`src/rtl/im_fetch_sched.sv`:
```
// im_fetch_sched: owns the PC and arbitrates the single combinational IM read
// port between CPU instruction fetch (priority) and a debug read-back port.
// A pending debug request that keeps losing to fetch is force-granted after
// STARVE_MAX waiting cycles.
//
// Optional feature: define IFU_FETCH_CNT_EN to build the fetch counter.
// Without it, fetch_cnt is tied to zero and no counter flops exist.
module im_fetch_sched #(
    parameter logic [31:0] PC_RESET   = 32'h0000_3000,
    parameter logic [31:0] IM_BASE    = 32'h0000_3000,
    parameter int          IM_AW      = 10,
    parameter int          STARVE_MAX = 8
) (
    input  logic             clk,
    input  logic             rst_n,
    input  logic             stall,
    input  logic [1:0]       npc_sel,
    input  logic             br_taken,
    input  logic [15:0]      imm16,
    input  logic [25:0]      imm26,
    input  logic [31:0]      jr_target,
    output logic [IM_AW-1:0] im_addr,
    input  logic [31:0]      im_instr,
    output logic [31:0]      pc,
    output logic [31:0]      pc4,
    output logic [31:0]      instr,
    output logic             instr_valid,
    input  logic             dbg_req,
    input  logic [IM_AW-1:0] dbg_addr,
    output logic             dbg_valid,
    output logic [31:0]      dbg_rdata,
    output logic             addr_err,
    output logic [31:0]      fetch_cnt
);

    localparam int          SW     = $clog2(STARVE_MAX + 1);
    localparam logic [32:0] IM_END = {1'b0, IM_BASE} + (33'd4 << IM_AW);

    typedef enum logic [1:0] {
        ST_BOOT = 2'b00,
        ST_RUN  = 2'b01,
        ST_DBG  = 2'b10,
        ST_HALT = 2'b11
    } state_t;

    state_t            state_r;
    state_t            state_nx_s;
    logic [31:0]       pc_r;
    logic [31:0]       pc_nx_s;
    logic [31:0]       npc_s;
    logic [31:0]       pc4_s;
    logic [SW-1:0]     starve_r;
    logic [SW-1:0]     starve_nx_s;
    logic              dbg_valid_r;
    logic [31:0]       dbg_rdata_r;
    logic              addr_err_r;
    logic              req_s;
    logic              bad_pc_s;
    logic              fetch_s;
    logic [IM_AW-1:0]  pc_widx_s;

    // PC outside the IM window or not word aligned
    function automatic logic pc_bad(input logic [31:0] p);
        pc_bad = (p[1:0] != 2'b00) ||
                 ({1'b0, p} < {1'b0, IM_BASE}) ||
                 ({1'b0, p} >= IM_END);
    endfunction

    // The request stays high during its own dbg_valid cycle; ignore it there so
    // one grant yields exactly one read.
    assign req_s     = dbg_req & ~dbg_valid_r;
    assign bad_pc_s  = pc_bad(pc_r);
    assign pc4_s     = pc_r + 32'd4;
    assign pc_widx_s = pc_r[IM_AW+1:2] - IM_BASE[IM_AW+1:2];

    // Next sequential PC from the controller's npc selection
    always_comb begin
        npc_s = pc4_s;
        case (npc_sel)
            2'b00:   npc_s = pc4_s;
            2'b01: begin
                if (br_taken) begin
                    npc_s = pc4_s + {{14{imm16[15]}}, imm16, 2'b00};
                end else begin
                    npc_s = pc4_s;
                end
            end
            2'b10:   npc_s = {pc4_s[31:28], imm26, 2'b00};
            2'b11:   npc_s = jr_target;
            default: npc_s = pc4_s;
        endcase
    end

    // Scheduler next state, PC advance and starvation tracking
    always_comb begin
        state_nx_s  = state_r;
        pc_nx_s     = pc_r;
        starve_nx_s = starve_r;
        fetch_s     = 1'b0;
        case (state_r)
            ST_BOOT: state_nx_s = ST_RUN;
            ST_RUN: begin
                if (bad_pc_s) begin
                    state_nx_s = ST_HALT;
                end else if (req_s && stall) begin
                    state_nx_s = ST_DBG;
                end else if (req_s && (starve_r == SW'(STARVE_MAX))) begin
                    state_nx_s = ST_DBG;
                end else begin
                    fetch_s     = ~stall;
                    starve_nx_s = req_s ? (starve_r + SW'(1)) : '0;
                    if (!stall) begin
                        pc_nx_s = npc_s;
                    end else begin
                        pc_nx_s = pc_r;
                    end
                end
            end
            ST_DBG: begin
                starve_nx_s = '0;
                state_nx_s  = addr_err_r ? ST_HALT : ST_RUN;
            end
            ST_HALT: begin
                if (req_s) begin
                    state_nx_s = ST_DBG;
                end else begin
                    state_nx_s = ST_HALT;
                end
            end
            default: state_nx_s = ST_BOOT;
        endcase
    end

    // State, PC and debug/error registers
    always_ff @(posedge clk or negedge rst_n) begin
        if (!rst_n) begin
            state_r     <= ST_BOOT;
            pc_r        <= PC_RESET;
            starve_r    <= '0;
            dbg_valid_r <= 1'b0;
            dbg_rdata_r <= 32'h0;
            addr_err_r  <= 1'b0;
        end else begin
            state_r     <= state_nx_s;
            pc_r        <= pc_nx_s;
            starve_r    <= starve_nx_s;
            dbg_valid_r <= (state_r == ST_DBG);
            if (state_r == ST_DBG) begin
                dbg_rdata_r <= im_instr;
            end
            if ((state_r == ST_RUN) && bad_pc_s) begin
                addr_err_r <= 1'b1;
            end
        end
    end

`ifdef IFU_FETCH_CNT_EN
    logic [31:0] fetch_cnt_r;

    // Wrapping count of real fetches
    always_ff @(posedge clk or negedge rst_n) begin
        if (!rst_n) begin
            fetch_cnt_r <= 32'h0;
        end else if (fetch_s) begin
            fetch_cnt_r <= fetch_cnt_r + 32'd1;
        end
    end

    assign fetch_cnt = fetch_cnt_r;
`else
    assign fetch_cnt = 32'h0;
`endif

    assign im_addr     = (state_r == ST_DBG) ? dbg_addr : pc_widx_s;
    assign instr_valid = fetch_s;
    assign instr       = fetch_s ? im_instr : 32'h0;
    assign pc          = pc_r;
    assign pc4         = pc4_s;
    assign dbg_valid   = dbg_valid_r;
    assign dbg_rdata   = dbg_rdata_r;
    assign addr_err    = addr_err_r;

endmodule
```
`config.mk`:
```
export PLATFORM = sky130hd
export DESIGN_NAME = im_fetch_sched
export DESIGN_NICKNAME = d
export VERILOG_FILES = /design/src/rtl/im_fetch_sched.sv
export SDC_FILE = /design/constraint.sdc
export NUM_CORES = 1
export LEC_CHECK = 0
export ABC_AREA = 1
export CAP_MARGIN = 20
export CORE_UTILIZATION = 45
export CTS_CLUSTER_SIZE = 8
export DETAILED_ROUTE_END_ITERATION = 6
export PLACE_DENSITY_LB_ADDON = 0.15
export SLEW_MARGIN = 20
export SYNTH_ARGS = -nofsm -noshare
export SYNTH_HDL_FRONTEND = slang
export SYNTH_SLANG_ARGS = --single-unit
```
`constraint.sdc`:
```
create_clock -name clk -period 8.55 [get_ports clk]
set_input_delay 2.565 -clock clk [delete_from_list [all_inputs] [get_ports clk]]
set_output_delay 2.565 -clock clk [all_outputs]
set_load 0.02 [all_outputs]
```
Word level (Yosys, flattened, before mapping)
Index checks and enable logic that the tools add are counted.
{"block": "word_totals", "register_bits": 72, "inputBits": 123, "out_inout_bits": 173, "word_cells": 58}
{"block": "op_classes", "add_sub_neg": 3, "magnitude_cmp": 2, "n_eq_ne": 11, "n_mux": 19, "n_bitwise": 6, "n_reduce_logical": 11}
{"cell": "$pmux W32 S4", "count": 1}
{"cell": "$mux W32", "count": 2}
{"cell": "$add A32 B3 Y32 const B", "count": 1}
{"cell": "$add A32 B32 Y32", "count": 1}
{"cell": "$ge A32 B15 Y1 const B", "count": 1}
{"cell": "$lt A32 B14 Y1 const B", "count": 1}
{"cell": "$mux W4", "count": 4}
{"cell": "$mux W10", "count": 1}
{"cell": "$eq A2 B2 Y1 const B", "count": 4}
{"cell": "$mux W2", "count": 4}
{"cell": "$pmux W2 S4", "count": 1}
{"cell": "$pmux W4 S2", "count": 1}
{"cell": "$ne A2 B2 Y1 const B", "count": 3}
{"cell": "$mux W1", "count": 5}
{"cell": "$not A1 Y1", "count": 5}
{"cell": "$reduce_and A5 Y1", "count": 1}
{"cell": "$add A4 B1 Y4 const B", "count": 1}
{"cell": "$eq A2 B1 Y1 const B", "count": 2}
{"cell": "$eq A4 B4 Y1 const B", "count": 1}
{"cell": "$logic_not A2 Y1", "count": 2}
{"cell": "$ne A4 B4 Y1 const B", "count": 1}
{"cell": "$reduce_and A4 Y1", "count": 1}
{"cell": "$reduce_bool A2 Y1", "count": 2}
{"cell": "$logic_and A1 B1 Y1", "count": 3}
{"cell": "other kinds (2)", "count": 3}

Logic depth before layout (Yosys ltp)
{"block": "depth", "depth_word": 8, "depth_mapped": 27, "depth_no_buf": 27}

Least setup slack after synthesis
No wires, ideal clock.
{"block": "synth_path", "path_kind": "input -> output", "startpoint": "in dbg_req", "endpoint": "out instr[21]", "arrival_ns": 3.638, "required_time_ns": 5.985, "setup_slack_ns": 2.347, "stages": 11, "path_buffers": 2, "cell_sequence": "inv_1 > nor2_1 > nand3_1 > nor2_1 > nor2_1 > inv_1 > nor2_2 > nand2_2 > buf_2 > buf_6 > nor2_2"}
{"block": "synth_between", "elab_chain_cells": 7, "elab_cells_between_ends": 8, "classes_between": "mux (5); bitwise (1); reduce/logical (2)"}
{"item": "from (decl)", "line": "28", "rtl": "input logic dbg_req,"}
{"item": "$and A1 B1 Y1 (*)", "line": "71", "rtl": "assign req_s = dbg_req & ~dbg_valid_r;"}
{"item": "$logic_and A1 B1 Y1", "line": "107", "rtl": "end else if (req_s && (starve_r == SW'(STARVE_MAX))) begin"}
{"item": "$mux W1", "line": "107"}
{"item": "$mux W1 (*)", "line": "105", "rtl": "end else if (req_s && stall) begin"}
{"item": "$mux W1 (*)", "line": "103", "rtl": "if (bad_pc_s) begin"}
{"item": "$mux W1 (*)", "line": "100", "rtl": "case (state_r)"}
{"item": "$mux W32 (*)", "line": "176", "rtl": "assign instr = fetch_s ? im_instr : 32'h0;"}
{"item": "to (decl)", "line": "26", "rtl": "output logic [31:0] instr,"}
Every way passes the cells marked *; elsewhere a longest branch is shown, timed or not.

Final worst setup path
{"block": "layout_path", "startpoint": "in dbg_req", "endpoint": "out instr_valid"}
{"block": "layout_between", "elab_chain_cells": 6, "elab_cells_between_ends": 7, "classes_between": "mux (4); bitwise (1); reduce/logical (2)"}
{"item": "$and A1 B1 Y1 (*)", "line": "71"}
{"item": "$logic_and A1 B1 Y1", "line": "107"}
{"item": "$mux W1", "line": "107"}
{"item": "$mux W1 (*)", "line": "105"}
{"item": "$mux W1 (*)", "line": "103"}
{"item": "$mux W1 (*)", "line": "100"}
{"item": "to (decl)", "line": "27", "rtl": "output logic instr_valid,"}
Marks and branches as above.

==> summary.md <==
The final net count came out at 1544. The H-tree was split into 3 levels. The logs give 0 for the number of gates given a new drive strength after cts and 1134 for the cell count after synthesis. The tools report the endpoint type of the worst setup path as an output port. Across the whole layout, storage elements account for 1800 µm².

The final max-slew violation count came out at 0. The combinational family with the most area after synthesis is simple AND/OR/NAND/NOR gates. The maximum clock frequency was 129 MHz; the pin slew with the least headroom to its limit was 1070 ps. The initial antenna violation count is 0. For the routability-driven placement congestion ratio, the log shows 0.948. From bottom edge to top edge, the die measures 128 µm. After detailed routing, the number of vias per cell comes to 5.00. Setup violations remaining at the end of the flow were counted as 0. The average routed wire per standard cell was 15.8 µm. Entering global routing, the biggest net connects 73 pins. Adder-cell share of the synthesized area: 6.81%. The die covers 16300 µm².

The CTS root buffer is sky130_fd_sc_hd__clkbuf_16. Across the VDD grid, the largest voltage drop is 0.000108 V. The tools report the number of different library cells in the post-synthesis netlist as 45. TritonCTS built the clock tree. The Yosys step of the flow raised 0 warnings.

The area growth from synthesis to layout was 41.8%. The run gives 0 as the number of hold-slack violations in the final timing report. The share of the clock period used by the worst path after layout works out to 90.4%. The synthesized design contains 0 enable-type register cells.

The tightest min-delay check is of the reg -> reg type. Each instance of the synthesized netlist takes up on average 6.26 µm². For this run, asynchronously set or reset flops after synthesis account for 100%. Cells with a size suffix above 1 make up 5.40% of the layout. The tools report the number of iterations in the first detailed-routing pass as 5. Setup repair after global routing left no endpoint under its margin. For the worst-skew pair, the clock arrives at the later sink with an insertion delay of 340 ps.

The aggregate routed wire length is 25300 µm. Along the worst path, the maximum fanout reaches 34. The element type at the critical path start was an input port.

The port buffer count works out to 263. Counting cells, the worst reg-to-reg path comes to 21. The final sum of negative setup slack is 0 ps, and the fill cell total of the finished layout is 1473. Summed over all cells, the static leakage comes to 4.97 nW. The multi-input combinational cells in the finished layout cover a total of 4280 µm². The number of antenna diodes in the final layout is 0. The critical path is of the in -> out type. After clock tree synthesis, the clock-pin slew on the worst setup and hold paths is 50 ps. In this run the count of I/O pins placed on the die edge is 296. The run gives 25.4% as the post-synthesis sequential area ratio.

The floorplan step defined a core boundary enclosing 15300 µm². For this run, the share of the core covered by cells in the final layout is 65.7%. The required time of the worst setup path is 5990 ps, and the complex-gate fraction of the synthesized area is 13.2%. Worst-case clock skew: 4.03 ps.

The flow ran to the end, and the final reports show no timing, DRC or antenna violations. The number of sinks handled by clock tree synthesis is 72. The count of nets left with antenna violations once routing finished came out at 0. The clock period could shrink to 7730 ps. The via count of the first global-routing pass is 7400.

The run gives 46.3% as the starting density of the core. The clock passes through at most 2 buffers. After floorplanning, the core was divided into 45 placement rows. The synthesis-stage register bit count is 72, and the simple logic cell fraction of the synthesized area is 35.7%. The synthesized netlist devotes 2.84% of its cell area to XOR and XNOR gates. Across every metal layer, demand over resource in global routing totals 31.1%.

In the synthesized netlist the dominant register cell turns out to be sky130_fd_sc_hd__dfrtp_1. Multiplexer cells account for 0% of the synthesized area. For the total of hold buffers inserted after clock tree synthesis, the log shows 0.

Dividing total power by cell area gives a power density of 131 nW/µm². The routed via count was 8001; the count of unresolved DRC violations after routing was 0. The run gives 5170 ps as the data arrival time of the critical path. After global routing the overflow that remains totals 0.

Measured against its own limit, the worst slew margin works out to 28.3%. The tools report the post-CTS setup repair buffer count as 0. The chip width came out at 128 µm. For this block, the initial DRC count from the detailed router was 613.

The cell depth of the worst hold path came out at 2. After synthesis the cells add up to 7090 µm². Across the run, the number of max-cap violations was 0. The run gives 38800 µm as the wire length of the first global-routing pass. Across all hold checks on the routed design, the worst slack comes to 481 ps. In this run, CTS created clock tree buffers numbering 9. The wire-length estimate of the detail-placed layout is 20600 µm.
## routing by layer
layer  global-route usage [%]  vias to the layer above  wire, µm
met2                     52.1                      308     11800
met5                        0                        -         0
li1                         -                     4017         -
met1                     40.2                     3632     11100
met3                     5.11                       44      1630
met4                     11.4                        0       746
## cell type report
type	count	share of cell area [%]
inverters	200	7.46
flip-flops and latches	72	17.9
clock buffers	12	2.55
clock inverters	4	0.510
well taps	211	2.62
repair buffers	266	26.4
multi-input cells	834	42.6
## kinds of logic after synthesis
family / after synthesis
fa+ha+maj: 38
other cells: 1
xor+xnor: 23
compound gates: 163
flops: 72
simple gates: 578
buf+inv: 259
## sequential cells by signal (all words and copies together) (netlist names)
signal / cells
state_r: 2
starve_r: 4
addr_err: 1
pc: 32
dbg_valid: 1
dbg_rdata: 32
## cell usage after synthesis, types with 8 or more instances
cell type | instances | area share [%]
sky130_fd_sc_hd__nor2_2 | 16 | 1.4
sky130_fd_sc_hd__o21ai_0 | 68 | 4.8
sky130_fd_sc_hd__nor3_1 | 17 | 1.2
sky130_fd_sc_hd__nand2_1 | 325 | 17
sky130_fd_sc_hd__clkbuf_1 | 15 | 0.79
sky130_fd_sc_hd__ha_1 | 37 | 6.5
sky130_fd_sc_hd__nand3_1 | 64 | 4.5
sky130_fd_sc_hd__nand3b_1 | 9 | 0.95
sky130_fd_sc_hd__inv_1 | 192 | 10
sky130_fd_sc_hd__dfrtp_1 | 70 | 25
sky130_fd_sc_hd__buf_4 | 37 | 3.9
sky130_fd_sc_hd__a21oi_1 | 45 | 3.2
sky130_fd_sc_hd__inv_2 | 8 | 0.42
sky130_fd_sc_hd__nor2_1 | 102 | 5.4
sky130_fd_sc_hd__nand4_1 | 14 | 1.2
sky130_fd_sc_hd__xor2_1 | 18 | 2.2
sky130_fd_sc_hd__o21ai_1 | 10 | 0.71
sky130_fd_sc_hd__a22o_1 | 11 | 1.4
## path summary, 6_finish.rpt
kind                                    from            to  slack (ps)
worst min register to register  dbg_rdata[1]  dbg_rdata[1]         480
min in group asynchronous              rst_n   starve_r[0]        2360
worst max register to register         pc[2]        pc[28]        4770
worst min-delay path            dbg_rdata[1]  dbg_rdata[1]         480
max in group asynchronous              rst_n        pc[11]        5590
worst max-delay path                 dbg_req   instr_valid         820
## layout by cell type, fill, tap and decap left out, drive strengths merged, types with 3 or more instances in the layout
master           n
a21oi           45
a221oi           3
a22o            11
a31oi            3
and2             4
buf              4
clkbuf          12
clkdlybuf4s50  262
conb            32
dfrtp           70
ha              37
inv            201
nand2          331
nand3           68
nand3b           9
nand4           15
nor2           125
nor3            18
o2111ai          5
o211ai           4
o21ai           80
o21bai           7
or2              5
xnor2            5
xor2            18
## where the power goes
group,internal (mW),total (mW),switching [mW]
clock,0.242,0.389,0.147
sequential,0.377,0.404,0.0266
combinational,0.219,0.524,0.305
## stage by stage
step                power, mW  cell area (µm²)  worst slack, ps  cells
finish                   1.32            10100              820   1599
global route             1.39            10100              633   1599
CTS                      1.32            10100              837   1599
detailed placement      0.925             9750              843   1583
global placement        0.921             9750              955   1583
floorplan               0.697             7210             2350   1165
## critical path, cell delays in order
cell and delay [ps]:
sky130_fd_sc_hd__clkdlybuf4s50_1 460, sky130_fd_sc_hd__inv_1 40, sky130_fd_sc_hd__nor2_1 230, sky130_fd_sc_hd__nand3_1 100, sky130_fd_sc_hd__nor2_1 130, sky130_fd_sc_hd__nor2_1 70
sky130_fd_sc_hd__inv_1 60, sky130_fd_sc_hd__nor2_2 40, sky130_fd_sc_hd__nand2_2 530, sky130_fd_sc_hd__inv_2 310, sky130_fd_sc_hd__clkdlybuf4s50_1 620
(Power assumes the default switching activity.)
